File: src/rtl/meta_pkg.sv
// Shared types and constants for the BSR metadata writer.
//   state_e : one-hot encoder FSM states
//   cfg_t   : configuration latched when a run starts
//   word_addr(): byte address of a 32-bit array element, base + (idx << ADDR_SHIFT)
package meta_pkg;

  localparam int unsigned WORD_BYTES = 4;
  localparam int unsigned ADDR_SHIFT = $clog2(WORD_BYTES);
  localparam int unsigned ADDR_WIDTH = 32;

  typedef enum logic [5:0] {
    ST_IDLE   = 6'b000001,
    ST_WR_RP0 = 6'b000010,
    ST_ACCEPT = 6'b000100,
    ST_WR_COL = 6'b001000,
    ST_WR_RP  = 6'b010000,
    ST_DONE   = 6'b100000
  } state_e;

  // Counts are zero-extended to 32 bits so the struct does not depend on CNT_WIDTH.
  typedef struct packed {
    logic [31:0]           rows;
    logic [31:0]           cols;
    logic [ADDR_WIDTH-1:0] rowptr_base;
    logic [ADDR_WIDTH-1:0] colidx_base;
  } cfg_t;

  // Array element address; wraps modulo 2^32 by construction.
  function automatic logic [ADDR_WIDTH-1:0] word_addr(input logic [ADDR_WIDTH-1:0] base,
                                                      input logic [31:0]           idx);
    return base + ADDR_WIDTH'(idx << ADDR_SHIFT);
  endfunction

endpackage

File: src/rtl/meta_wr_port.sv
// Single-outstanding memory write register.
//   load_i          : request a new write (taken when idle or as the current one retires)
//   addr_i / data_i : payload for the new write
//   wr_ready_i      : memory accepts the current write
//   wr_valid_o, wr_addr_o, wr_data_o : registered write request, held while stalled
//   accept_c        : current write retires this cycle (valid && ready)
module meta_wr_port
  import meta_pkg::*;
#(
  parameter int unsigned DATA_WIDTH = 32
) (
  input  logic                  clk,
  input  logic                  rst_n,
  input  logic                  load_i,
  input  logic [ADDR_WIDTH-1:0] addr_i,
  input  logic [DATA_WIDTH-1:0] data_i,
  input  logic                  wr_ready_i,
  output logic                  wr_valid_o,
  output logic [ADDR_WIDTH-1:0] wr_addr_o,
  output logic [DATA_WIDTH-1:0] wr_data_o,
  output logic                  accept_c
);

  logic                  valid_q;
  logic [ADDR_WIDTH-1:0] addr_q;
  logic [DATA_WIDTH-1:0] data_q;

  assign accept_c = valid_q & wr_ready_i;

  // Payload only changes when no write is pending, so a stalled request stays stable.
  always_ff @(posedge clk or negedge rst_n) begin
    if (!rst_n) begin
      valid_q <= 1'b0;
      addr_q  <= '0;
      data_q  <= '0;
    end else if (load_i && (!valid_q || accept_c)) begin
      valid_q <= 1'b1;
      addr_q  <= addr_i;
      data_q  <= data_i;
    end else if (accept_c) begin
      valid_q <= 1'b0;
    end
  end

  assign wr_valid_o = valid_q;
  assign wr_addr_o  = addr_q;
  assign wr_data_o  = data_q;

endmodule

File: src/rtl/bsr_meta_encoder.sv
// BSR metadata encoder: turns a row-major stream of per-block nonzero flags
// into the row_ptr and col_idx arrays, written one word at a time.
//   start, cfg_*            : run request and configuration (latched on start)
//   in_valid/in_nz/in_ready : flag stream
//   mem_wr_*                : single-word write port, valid/ready
//   busy, done, nnz_count, err : status
// Optional build macro META_OVERFLOW_CHECK_EN: suppress col_idx writes beyond
// MAX_NNZ entries and flag err (row pointers still carry the true count).
module bsr_meta_encoder
  import meta_pkg::*;
#(
  parameter int unsigned DATA_WIDTH = 32,
  parameter int unsigned CNT_WIDTH  = 16,
  parameter int unsigned MAX_NNZ    = 4096
) (
  input  logic                  clk,
  input  logic                  rst_n,
  input  logic                  start,
  input  logic [CNT_WIDTH-1:0]  cfg_rows,
  input  logic [CNT_WIDTH-1:0]  cfg_cols,
  input  logic [31:0]           cfg_rowptr_base,
  input  logic [31:0]           cfg_colidx_base,
  input  logic                  in_valid,
  input  logic                  in_nz,
  output logic                  in_ready,
  output logic                  mem_wr_valid,
  output logic [31:0]           mem_wr_addr,
  output logic [DATA_WIDTH-1:0] mem_wr_data,
  input  logic                  mem_wr_ready,
  output logic                  busy,
  output logic                  done,
  output logic [31:0]           nnz_count,
  output logic                  err
);

  (* fsm_encoding = "one_hot" *) state_e state_q;
  state_e state_d;

  cfg_t                  cfg_q, cfg_d;
  logic [CNT_WIDTH-1:0]  row_q, row_d;
  logic [CNT_WIDTH-1:0]  col_q, col_d;
  logic [31:0]           nnz_q, nnz_d;
  logic                  err_q, err_d;
  logic                  busy_q, busy_d;
  logic                  done_q, done_d;

  logic                  ld;
  logic [ADDR_WIDTH-1:0] ld_addr;
  logic [DATA_WIDTH-1:0] ld_data;
  logic                  wr_accept;

  logic                  in_fire;
  logic                  last_col;
  logic                  last_row;
  logic                  ovf_c;
  logic [31:0]           row_ptr_idx;

  assign in_fire     = in_valid && (state_q == ST_ACCEPT);
  assign last_col    = (32'(col_q) == (cfg_q.cols - 32'd1));
  assign last_row    = (32'(row_q) == (cfg_q.rows - 32'd1));
  assign row_ptr_idx = 32'(row_q) + 32'd1;

  // Capacity check: true when the next nonzero block has no col_idx slot left.
`ifdef META_OVERFLOW_CHECK_EN
  assign ovf_c = (nnz_q >= 32'(MAX_NNZ));
`else
  assign ovf_c = 1'b0 & (32'(MAX_NNZ) == 32'd0);
`endif

  // State register.
  always_ff @(posedge clk or negedge rst_n) begin
    if (!rst_n) begin
      state_q <= ST_IDLE;
    end else begin
      state_q <= state_d;
    end
  end

  // Next-state logic.
  always_comb begin
    state_d = state_q;
    case (state_q)
      ST_IDLE: begin
        if (start) begin
          state_d = (cfg_cols == '0) ? ST_DONE : ST_WR_RP0;
        end
      end
      ST_WR_RP0: begin
        if (wr_accept) begin
          state_d = (cfg_q.rows == 32'd0) ? ST_DONE : ST_ACCEPT;
        end
      end
      ST_ACCEPT: begin
        if (in_fire) begin
          if (in_nz && !ovf_c) begin
            state_d = ST_WR_COL;
          end else if (last_col) begin
            state_d = ST_WR_RP;
          end
        end
      end
      ST_WR_COL: begin
        if (wr_accept) begin
          state_d = last_col ? ST_WR_RP : ST_ACCEPT;
        end
      end
      ST_WR_RP: begin
        if (wr_accept) begin
          state_d = last_row ? ST_DONE : ST_ACCEPT;
        end
      end
      ST_DONE: begin
        state_d = ST_IDLE;
      end
      default: begin
        state_d = ST_IDLE;
      end
    endcase
  end

  // Output and datapath next values; writes are launched together with the transition.
  always_comb begin
    cfg_d   = cfg_q;
    row_d   = row_q;
    col_d   = col_q;
    nnz_d   = nnz_q;
    err_d   = err_q;
    ld      = 1'b0;
    ld_addr = '0;
    ld_data = '0;
    busy_d  = (state_d == ST_WR_RP0) || (state_d == ST_ACCEPT) ||
              (state_d == ST_WR_COL) || (state_d == ST_WR_RP);
    done_d  = (state_d == ST_DONE);

    case (state_q)
      ST_IDLE: begin
        if (start) begin
          cfg_d.rows        = 32'(cfg_rows);
          cfg_d.cols        = 32'(cfg_cols);
          cfg_d.rowptr_base = cfg_rowptr_base;
          cfg_d.colidx_base = cfg_colidx_base;
          row_d             = '0;
          col_d             = '0;
          nnz_d             = '0;
          err_d             = (cfg_cols == '0);
          if (cfg_cols != '0) begin
            ld      = 1'b1;
            ld_addr = cfg_rowptr_base;
            ld_data = '0;
          end
        end
      end
      ST_ACCEPT: begin
        if (in_fire) begin
          if (in_nz) begin
            nnz_d = nnz_q + 32'd1;
            if (ovf_c) begin
              err_d = 1'b1;
            end else begin
              ld      = 1'b1;
              ld_addr = word_addr(cfg_q.colidx_base, nnz_q);
              ld_data = DATA_WIDTH'(col_q);
            end
          end
          // No col_idx write pending: advance directly, closing the row if needed.
          if (!in_nz || ovf_c) begin
            if (last_col) begin
              ld      = 1'b1;
              ld_addr = word_addr(cfg_q.rowptr_base, row_ptr_idx);
              ld_data = DATA_WIDTH'(nnz_d);
            end else begin
              col_d = col_q + CNT_WIDTH'(1);
            end
          end
        end
      end
      ST_WR_COL: begin
        if (wr_accept) begin
          if (last_col) begin
            ld      = 1'b1;
            ld_addr = word_addr(cfg_q.rowptr_base, row_ptr_idx);
            ld_data = DATA_WIDTH'(nnz_q);
          end else begin
            col_d = col_q + CNT_WIDTH'(1);
          end
        end
      end
      ST_WR_RP: begin
        if (wr_accept) begin
          col_d = '0;
          row_d = row_q + CNT_WIDTH'(1);
        end
      end
      default: begin
      end
    endcase
  end

  // Datapath and status registers.
  always_ff @(posedge clk or negedge rst_n) begin
    if (!rst_n) begin
      cfg_q  <= '0;
      row_q  <= '0;
      col_q  <= '0;
      nnz_q  <= '0;
      err_q  <= 1'b0;
      busy_q <= 1'b0;
      done_q <= 1'b0;
    end else begin
      cfg_q  <= cfg_d;
      row_q  <= row_d;
      col_q  <= col_d;
      nnz_q  <= nnz_d;
      err_q  <= err_d;
      busy_q <= busy_d;
      done_q <= done_d;
    end
  end

  meta_wr_port #(
    .DATA_WIDTH (DATA_WIDTH)
  ) u_wr_port (
    .clk        (clk),
    .rst_n      (rst_n),
    .load_i     (ld),
    .addr_i     (ld_addr),
    .data_i     (ld_data),
    .wr_ready_i (mem_wr_ready),
    .wr_valid_o (mem_wr_valid),
    .wr_addr_o  (mem_wr_addr),
    .wr_data_o  (mem_wr_data),
    .accept_c   (wr_accept)
  );

  assign in_ready  = (state_q == ST_ACCEPT);
  assign busy      = busy_q;
  assign done      = done_q;
  assign nnz_count = nnz_q;
  assign err       = err_q;

endmodule

File: config.mk
export PLATFORM = sky130hd
export DESIGN_NAME = bsr_meta_encoder
export DESIGN_NICKNAME = d
export VERILOG_FILES = /design/src/rtl/meta_pkg.sv /design/src/rtl/meta_wr_port.sv /design/src/rtl/bsr_meta_encoder.sv
export SDC_FILE = /design/constraint.sdc
export NUM_CORES = 1
export LEC_CHECK = 0
export BUFFER_PORTS_ARGS = -buffer_cell sky130_fd_sc_hd__buf_4
export CORE_ASPECT_RATIO = 0.9
export CORE_MARGIN = 8
export CORE_UTILIZATION = 35
export DETAILED_ROUTE_END_ITERATION = 10
export PLACE_DENSITY_LB_ADDON = 0.15
export SLEW_MARGIN = 20
export SYNTH_ARGS = -nofsm -noshare
export SYNTH_HDL_FRONTEND = slang
export SYNTH_SLANG_ARGS = --single-unit
File: constraint.sdc
create_clock -name clk -period 6.5 [get_ports clk]
set_input_delay 0.65 -clock clk [delete_from_list [all_inputs] [get_ports clk]]
set_output_delay 0.65 -clock clk [all_outputs]
set_load 0.01 [all_outputs]
==> impl_metrics.py, run 1 <==
metrics = {
    "die": {
        "start_util_pct": 35.5,
        "fp.dieArea_mm2": 0.0492,
        "core_area_mm2": 0.0418,
        "die_h_um": 211,
        "row_count": 71,
        "chipWidth_um": 233,
        "top_level_ports": 203,
    },
    "power_and_ir_drop": {
        "power.leakage_nw": 8.19,
        "ir_drop_mv": 0.231,
        "powerDensity_mw_per_mm2": 369,
    },
    "critical_path": {
        "cp_data_required_time_ps": 7000,
        "slowest_stage": "nor4_1",
        "crit_path_start_kind": "flop",
        "crit_chain": "ha_1, nand3_1, nor2_1, inv_1, nor4_1, xor2_1, ha_1, nand2_1, o21ai_0, o21ba_2, o311ai_0, buf_4, nand4_1, xnor2_1, o211ai_1, a41oi_1",
        "arrival_ps": 4760,
        "cp_slowest_stage_delay_ps": 600,
        "crit_fanout": 7,
        "cp-end-kind": "flop",
        "critPathKind": "flop to flop",
        "path_common_cell": "ha_1",
    },
    "logic_synthesis": {
        "synth_area_mm2": 0.0148,
        "ys_seq_area_share_pct": 39.5,
        "synth-async-reset-ratio_pct": 100,
        "synthTopCellsByArea": "dfrtp_1 (39%), nand2_1 (10%), ha_1 (4.3%)",
        "synth_cells": 1747,
        "synth_top_area_share_pct": 39.3,
        "synth_most_common_cell": "nand2_1",
        "yosysTopAreaCell": "dfrtp_1",
        "synth.distinct_cells": 89,
        "synth_nets": 1902,
        "avgSynthCellArea_um2": 8.49,
        "yosys_warnings": 0,
        "ys_ff_latch": 234,
        "synth_edf_count": 0,
        "synth_common_cells": "nand2_1 (408), dfrtp_1 (233), o21ai_0 (100)",
        "synth_ff_type": "dfrtp_1",
    },
    "grt": {
        "grt_usage_pct": 21.1,
        "grt_pass1_wl_um": 82600,
        "grt_pass1_vias": 14000,
        "grt_max_degree": 76,
        "overflow": 0,
        "antenna_found_initial": 1,
    },
    "route": {
        "post-route-drc-count": 0,
        "wl_met2_um": 23600,
        "drtIter0Drc": 1190,
        "drt-pass1-iter-count": 7,
        "wl_met3_um": 3030,
        "vias_per_cell": 5.60,
        "routed_wl_um": 52700,
        "vias": 13800,
        "top_layer": "met5",
        "drt-wirelength-per-cell_um": 21.3,
        "ant_nets": 0,
        "wl_met1_um": 24600,
    },
    "cells_and_area": {
        "antenna_cells": 0,
        "final_nets": 2058,
        "fin_util_pct": 42.3,
        "drive_gt1_share_pct": 15.7,
        "nFillCells": 4209,
        "area_growth_pct": 19.3,
    },
    "placement": {
        "port-buffer-count": 202,
        "post-dp-hpwl_um": 38200,
        "place_congestion": 0.868,
    },
    "outcome": {
        "status": "completed",
    },
    "clocking": {
        "numCtsBuffers": 29,
        "h-tree-depth": 1,
        "clk_latency_ps": 590,
        "ctsResizeCount": 0,
        "cts_sinks": 234,
        "clockBufferDepth": 3,
        "hold_buffers": 0,
        "cts_root_buf": "clkbuf_16",
        "tritoncts": "done",
        "cts_setup_buffers": 0,
        "clkTransAtPathRegs_ps": 60,
    },
    "sta": {
        "slew_violations": 0,
        "hold_viol": 0,
        "fin_crit_ps": 4260,
        "rsz0062_at_grt": "false",
        "fin_skew_ps": 25.2,
        "max_freq_mhz": 235,
        "slew_headroom_pct": 27.8,
        "finalCritPeriodShare_pct": 65.5,
        "setup-violations-final": 0,
        "setup_tns_ps": 0,
        "tightest_slew_ps": 1080,
    },
    "job": {
        "drv_cap": 0,
    },
    "min_path": {
        "hold_path_class": "primary input to async pin",
    },
}
where the power goes:
group | leakage (nW) | switching [mW] | internal, mW
combinational | 4.71 | 1.53 | 1.03
clock | 0.439 | 0.672 | 0.880
sequential | 3.03 | 0.499 | 1.93
total | 8.19 | 2.70 | 3.84
worst max-delay path, delay by kind of cell (launching register included):
family          cells  cell delay (ps)
buf+inv             2              320
fa+ha+maj           2              620
xor+xnor            2              430
compound gates      5             1180
simple gates        5             1180
flops               1              460
metrics by stage:
stage	hold slack, ps	power [mW]	instance area [µm²]	std cells	setup slack, ps
after floorplan	354	4.01	14800	1747	2910
after global placement	461	4.96	16800	2419	2460
after global routing	83.6	7.00	17700	2471	1860
final	36.8	6.54	17700	2471	2240
after CTS	42.4	6.59	17700	2471	2260
after detailed placement	467	5.00	16800	2419	2290
worst paths after layout:
| path | from | to | slack, ps | cells after the start |
|---|---|---|---|---|
| setup / recovery | row_q[0] | u_wr_port.wr_addr_o[30] | 2240 | 16 |
| hold / removal | rst_n | cfg_q[73] | 40 | 1 |
| setup reg to reg | row_q[0] | u_wr_port.wr_addr_o[30] | 2240 | 16 |
| hold reg to reg | cfg_q[48] | cfg_q[48] | 480 | 2 |
| max in group asynchronous | rst_n | col_q[0] | 5120 | 2 |
| min in group clk | cfg_colidx_base[13] | cfg_q[13] | 250 | 3 |
placed cells by master, fill, tap and decap left out, drive strengths merged, types with 9 or more instances in the layout:
master and instances:
a21o 18, a31oi 71, a211oi 11, a22oi 10, xnor2 67, o31a 10
clkbuf 41, o21ai 102, and3 22, dfrtp 233, buf 223, nand4 29
mux2 16, nand2 408, mux2i 27, nor3 22, o31ai 15, or3 10
ha 51, inv 49, and2 17, a22o 27, o211ai 12, a21oi 55
nor2 90, nand3 66, o21bai 9, or4 11, xor2 38, and4 10
nor4 30, nor2b 13
metal layers:
| metal | GRT usage (%) | vias up |
|---|---|---|
| met5 | 0 | - |
| met4 | 5.78 | 2 |
| met3 | 3.39 | 78 |
| met2 | 33.4 | 428 |
| met1 | 29.5 | 6760 |
| li1 | - | 6565 |
final cells by class:
| type | count | area (µm²) | area share [%] |
|---|---|---|---|
| clock buffer | 41 | 821 | 4.64 |
| clock inverter | 11 | 81.3 | 0.460 |
| inverter | 49 | 184 | 1.04 |
| multi-input combinational | 1366 | 8390 | 47.4 |
| sequential | 234 | 5860 | 33.1 |
| tap | 547 | 684 | 3.87 |
| timing repair buffer | 223 | 1680 | 9.50 |
kinds of logic after synthesis:
kind of cell,after synthesis,share of synthesized area (%)
AO/OA/AOI/OAI,405,18.6
XOR/XNOR,105,6.20
adder cells (fa/ha/maj),53,4.57
buffers and inverters,147,4.21
flip-flops,234,39.5
multiplexers,43,3.04
AND/OR/NAND/NOR,760,24.0
flip-flops by register name, summed over array words and instances, names as in the netlist:
name                  cells
col_q                    16
state_q                   6
nnz_count                32
busy                      1
u_wr_port.wr_addr_o      32
err                       1
cfg_q                    96
u_wr_port.wr_valid_o      1
row_q                    16
done                      1
u_wr_port.wr_data_o      32
(Power assumes the default switching activity.)
==> run 2: changes to the inputs <==
ABC_AREA = 1   (was not set)
clock period = 4.3 ns   (was 6.5 ns; I/O delays follow)
==> run 2 against run 1 <==
First-iteration DRC count up 8.2%. Clock-buffer cell count down 1. Critical path depth rose by 6. Die area up 4.6%. Flip-flop and latch count did not move. Area after synthesis is 4.9% higher. Critical path type unchanged. Largest cell class unchanged.
==> impl_metrics.py, run 2 <==
metrics = {
    "critical_path": {
        "crit_path_start_kind": "flop",
        "cp-end-kind": "flop",
        "arrival_ps": 4240,
        "cp_data_required_time_ps": 4740,
        "critPathKind": "flop to flop",
        "crit_fanout": 4,
    },
    "placement": {
        "port-buffer-count": 202,
        "place_congestion": 0.901,
        "post-dp-hpwl_um": 44700,
        "dpl_cell_area_mm2": 0.0179,
        "pre_cts_ws_ps": 316,
        "placed_cells": 3036,
    },
    "cells_and_area": {
        "final_nets": 2623,
        "nFillCells": 4664,
        "regMostFlops": "cfg_q",
        "ff_latch_area_mm2": 0.00586,
        "multiInputGateArea_mm2": 0.00854,
        "final_common_cell": "nand2_1",
        "area_growth_pct": 21.3,
        "final_area_mm2": 0.0189,
        "final_cells": 3088,
        "largest_register_ffs": 96,
        "antenna_cells": 0,
        "drive_gt1_share_pct": 12.9,
        "final_cell_mix": "nand2_1 (748), inv_1 (242), dfrtp_1 (233), buf_4 (231), nor2_1 (208)",
        "fin_util_pct": 42.9,
    },
    "die": {
        "row_count": 73,
        "chipWidth_um": 238,
        "start_util_pct": 35.4,
        "die_h_um": 216,
        "core_area_mm2": 0.0440,
        "fp.dieArea_mm2": 0.0515,
        "top_level_ports": 203,
    },
    "sta": {
        "setup_slack_ps": 501,
        "finalCritPeriodShare_pct": 88.4,
        "setup-violations-final": 0,
        "tightest_slew_ps": 957,
        "hold_viol": 0,
        "fin_crit_ps": 3800,
        "rsz0062_at_grt": "false",
        "slew_headroom_pct": 36.1,
        "max_freq_mhz": 263,
        "setup_tns_ps": 0,
        "fin_skew_ps": 15.6,
        "slew_violations": 0,
    },
    "grt": {
        "grt_pass1_vias": 15700,
        "grt_pass1_wl_um": 90300,
        "antenna_found_initial": 0,
        "grt_max_degree": 98,
        "overflow": 0,
        "grt_usage_pct": 21.9,
    },
    "route": {
        "vias_per_cell": 5.06,
        "post-route-drc-count": 0,
        "vias": 15600,
        "routed_wl_um": 57300,
        "drt-wirelength-per-cell_um": 18.6,
        "drtIter0Drc": 1287,
        "drt-pass1-iter-count": 5,
        "ant_nets": 0,
    },
    "clocking": {
        "tritoncts": "done",
        "cts_sinks": 234,
        "cts_root_buf": "clkbuf_16",
        "clk_latency_ps": 570,
        "clkTransAtPathRegs_ps": 60,
        "numCtsBuffers": 28,
        "h-tree-depth": 1,
        "clockBufferDepth": 3,
    },
    "logic_synthesis": {
        "synth_common_cells": "nand2_1 (749), inv_1 (243), dfrtp_1 (233)",
        "yosysTopAreaCell": "dfrtp_1",
        "yosys_warnings": 0,
        "synth_top_area_share_pct": 37.5,
        "synth-async-reset-ratio_pct": 100,
        "synth_most_common_cell": "nand2_1",
        "synth_cells": 2263,
        "synthTopCellsByArea": "dfrtp_1 (37%), nand2_1 (18%), inv_1 (5.9%)",
        "synth_area_mm2": 0.0156,
        "synth_ff_type": "dfrtp_1",
        "avgSynthCellArea_um2": 6.88,
        "ys_seq_area_share_pct": 37.6,
        "synth.distinct_cells": 49,
        "synth_nets": 2418,
        "ys_ff_latch": 234,
        "synth_edf_count": 0,
    },
    "power_and_ir_drop": {
        "powerDensity_mw_per_mm2": 530,
        "ir_drop_mv": 0.286,
        "power.leakage_nw": 9.61,
    },
    "min_path": {
        "hold_path_class": "primary input to flop",
    },
    "job": {
        "drv_cap": 0,
    },
    "outcome": {
        "status": "completed",
    },
}
## run 2: cell types whose count changed in the layout (fill, tap and decap cells not counted), sizes merged, moves of 64 or more
cell / previous run / this run
a31oi: 71 / 7
nand3: 66 / 144
nor2: 90 / 217
inv: 49 / 245
o21ai: 102 / 177
nand2: 408 / 751
## run 2: routing by layer
layer  routed length (µm)  share of wire (%)  GRT usage (%)  up-vias
li1                     -                  -              -     7758
met1                26500                 46           29.9     7341
met2                26300                 46           36.0      449
met3                 3000                5.2           3.30       88
met4                 1520                2.7           5.48        0
met5                    0                  0              0        -
## run 2: where the power goes
part	internal, mW	leakage [nW]	switching, mW
logic	1.41	6.06	2.62
clock network	1.55	0.473	1.01
registers	2.83	3.08	0.594
total	5.79	9.61	4.23
## run 2: logic make-up after synthesis
group,Yosys count,synth area share (%)
and+or+nand+nor,1237,33.3
xor gates and xnor gates,93,5.23
AOI/OAI and AO/OA,333,11.7
adders and majority gates,53,4.36
DFF,234,37.6
buffers and inverters,313,7.81
## run 2: through the flow
stage / hold WS, ps / power (mW)
finish: 55.9 / 10.0
global route: 44.1 / 10.8
CTS: 26.0 / 10.1
detailed placement: 471 / 7.49
global placement: 471 / 7.45
floorplan: 134 / 5.97
## run 2: area by class of cell
class                           count  area share, %
Multi-Input combinational cell   1716           45.2
Tap cell                          600           3.97
Sequential cell                   234           31.0
Timing Repair Buffer              236           9.63
Clock buffer                       40           4.33
Inverter                          252           5.01
Clock inverter                     10          0.821
## run 2: worst paths after layout
path                                         startpoint                      end  slack [ps]  depth (start not counted)
worst min register to register  u_wr_port.wr_data_o[25]  u_wr_port.wr_data_o[25]         480                          2
max in group asynchronous                         rst_n  u_wr_port.wr_data_o[16]        2800                          3
worst max register to register                 row_q[0]  u_wr_port.wr_addr_o[22]         500                         22
worst max-delay path                           row_q[0]  u_wr_port.wr_addr_o[22]         500                         22
worst min-delay path                cfg_colidx_base[27]                cfg_q[27]          60                          3
min in group asynchronous                         rst_n                 col_q[7]         490                          2
## run 2: timing repair
item	4_1_cts	5_1_grt
resized for setup	0	10
endpoints found under the hold margin	92	0
endpoints found under the setup margin	0	13
hold buffers	1	0
buffers inserted	0	1
## run 2: critical path: stages, from the launching register on
cell and delay [ps]:
dfrtp_1 400, buf_4 140, nand3_1 120, nor2_1 190
nand3_1 160, nor3_2 220, nand3_1 140, nor2_1 170
nand3_1 100, xor2_1 320, ha_1 350, nand2_1 180
inv_1 80, nand2_1 70, nand2_1 60, a21oi_1 200
nand3_2 150, inv_1 110, nand2_1 60, nand2_1 50
nor2_1 40, o21ai_0 280, nand2_1 100
==> run 3: changes to the inputs <==
SYNTH_HIERARCHICAL = 1   (was not set)
==> run 3 against run 2 <==
First-iteration DRC count is 13% lower. Die area increased by 2.4%. Clock skew is essentially flat. Global-route usage up 0.81 points. Register-to-register slack worse by 140 ps. Combinational power up 10%. Worst setup slack got worse by 140 ps. Critical path depth unchanged. Synthesized cell count is 1.3% higher. Core utilization shrank 0.60 points. Sequential share of layout area shrank 0.37 points. Via count increased by 3.0%.
==> impl_metrics.py, run 3 <==
metrics = {
    "outcome": {
        "status": "completed",
    },
    "logic_synthesis": {
        "yosysTopAreaCell": "dfrtp_1",
        "synth-async-reset-ratio_pct": 100,
        "synth_area_mm2": 0.0160,
        "synth_common_cells": "nand2_1 (725), inv_1 (241), dfrtp_1 (233)",
        "synth_ff_type": "dfrtp_1",
        "yosys_warnings": 6,
        "avgSynthCellArea_um2": 6.96,
        "ys_ff_latch": 234,
        "synth.distinct_cells": 48,
        "synthTopCellsByArea": "dfrtp_1 (37%), nand2_1 (17%), nand3_1 (6.6%)",
        "synth_top_area_share_pct": 36.5,
        "ys_seq_area_share_pct": 36.7,
        "synth_nets": 2448,
        "synth_edf_count": 0,
        "synth_most_common_cell": "nand2_1",
        "synth_cells": 2293,
    },
    "grt": {
        "grt_max_degree": 100,
        "antenna_found_initial": 1,
        "grt_pass1_vias": 15700,
        "grt_pass1_wl_um": 93700,
        "overflow": 0,
        "grt_usage_pct": 22.7,
    },
    "power_and_ir_drop": {
        "fin_total_pwr_mw": 10.3,
        "ir_drop_mv": 0.338,
        "powerDensity_mw_per_mm2": 540,
        "power.leakage_nw": 9.44,
    },
    "clocking": {
        "clkTransAtPathRegs_ps": 60,
        "cts_root_buf": "clkbuf_16",
        "numCtsBuffers": 28,
        "clockBufferDepth": 3,
        "clk_latency_ps": 580,
        "cts_sinks": 234,
        "tritoncts": "done",
        "h-tree-depth": 1,
    },
    "sta": {
        "finalCritPeriodShare_pct": 91.5,
        "setup_tns_ps": 0,
        "fin_crit_ps": 3940,
        "slew_violations": 0,
        "max_freq_mhz": 254,
        "rsz0062_at_grt": "false",
        "setup-violations-final": 0,
        "fin_skew_ps": 15.8,
        "hold_viol": 0,
        "tightest_slew_ps": 821,
        "fin_hold_ws_ps": 59.1,
        "slew_headroom_pct": 45.3,
    },
    "critical_path": {
        "arrival_ps": 4450,
        "crit_fanout": 5,
        "cp_data_required_time_ps": 4810,
        "reg2reg_slack_ps": 360,
        "crit_path_start_kind": "flop",
        "cp-end-kind": "flop",
        "critPathKind": "flop to flop",
    },
    "cells_and_area": {
        "final_common_cell": "nand2_1",
        "largest_register_ffs": 96,
        "final_cell_mix": "nand2_1 (723), inv_1 (241), dfrtp_1 (233), buf_4 (225), nand3_1 (210)",
        "final_cells": 3106,
        "final_nets": 2633,
        "area_growth_pct": 19.7,
        "antenna_cells": 0,
        "regMostFlops": "cfg_q",
        "fin_util_pct": 42.3,
        "drive_gt1_share_pct": 13.5,
    },
    "route": {
        "drt-wirelength-per-cell_um": 19.6,
        "drt-pass1-iter-count": 8,
        "post-route-drc-count": 0,
        "ant_nets": 0,
        "routed_wl_um": 60700,
        "vias_per_cell": 5.18,
        "vias": 16100,
        "drtIter0Drc": 1123,
    },
    "placement": {
        "place_congestion": 0.943,
        "placed_cells": 3055,
        "post-dp-hpwl_um": 47400,
        "port-buffer-count": 202,
    },
    "job": {
        "drv_cap": 0,
    },
    "die": {
        "core_area_mm2": 0.0452,
        "start_util_pct": 35.3,
        "chipWidth_um": 241,
        "die_h_um": 219,
        "row_count": 74,
        "top_level_ports": 203,
        "fp.dieArea_mm2": 0.0527,
    },
    "min_path": {
        "hold_path_class": "primary input to flop",
    },
}
run 3: cell types whose count changed after synthesis, sizes merged, moves of 13 or more:
cell	before	now
o22ai	31	62
nand3	144	216
xor2	77	59
o21ai	177	152
o211ai	6	19
nor2	217	182
nand2	751	731
buf	25	40
run 3: cells by family after synthesis:
logic type | Yosys count | share of synthesized area, %
AOI/OAI and AO/OA | 347 | 12.7
xor gates and xnor gates | 77 | 4.22
adders and majority gates | 53 | 4.25
buffers and inverters | 326 | 8.50
DFF | 234 | 36.7
and+or+nand+nor | 1256 | 33.7
run 3: worst paths after layout:
check                                  startpoint                      end  depth (start not counted)
setup / recovery                         row_q[1]  u_wr_port/wr_addr_o[27]                         22
setup reg to reg                         row_q[1]  u_wr_port/wr_addr_o[27]                         22
min in group asynchronous                   rst_n               cfg_q[109]                          2
max in group asynchronous                   rst_n                cfg_q[25]                          3
hold / removal                              start               state_q[0]                          2
hold reg to reg            u_wr_port/wr_data_o[5]   u_wr_port/wr_data_o[5]                          2
run 3: layout make-up:
cell class | instances | area (µm²)
clock buffers | 38 | 768
clock inverters | 12 | 221
repair buffers | 228 | 1730
fillers | 4806 | 26100
flip-flops and latches | 234 | 5860
well taps | 608 | 761
multi-input cells | 1733 | 8820
inverters | 253 | 952
run 3: repair_timing:
item                       4_1_cts  5_1_grt
gates resized for setup          0        9
buffers inserted                 0        0
hold buffers                     1        0
setup endpoints to repair        0        8
hold endpoints to repair        94        0
run 3: worst max-delay path, cell delays in order, from the launching register on:
cell and delay, ps:
dfrtp_1 390, ha_1 210, nand2_1 70, nor2_1 160
nand3_1 130, nor2_1 160, nand3_1 170, nor3_2 190
inv_1 80, nor2_1 120, xor2_1 210, inv_1 60
ha_1 370, nand2_1 140, nor4_1 390, nand3_1 130
o211ai_1 220, inv_1 120, o21ai_0 180, nand4_1 100
nand3_1 110, nand3_1 80, nand2_1 90
run 3: where the power goes:
part / switching (mW) / total, mW / internal [mW]
combinational: 3.08 / 4.44 / 1.36
sequential: 0.525 / 3.30 / 2.77
clock: 0.990 / 2.59 / 1.60
total: 4.59 / 10.3 / 5.73
run 3: metal layers:
layer,vias up,wire length [µm],global-route usage (%)
met2,465,26300,34.6
met3,76,4400,5.39
li1,7924,-,-
met1,7631,28300,31.9
met4,2,1680,6.05
met5,-,13,0
run 3: metrics by stage:
stage               area, µm²  setup slack, ps
global placement        18100              373
CTS                     19100              229
detailed placement      18100              254
global route            19100             12.0
floorplan               16000              977
finish                  19100              365
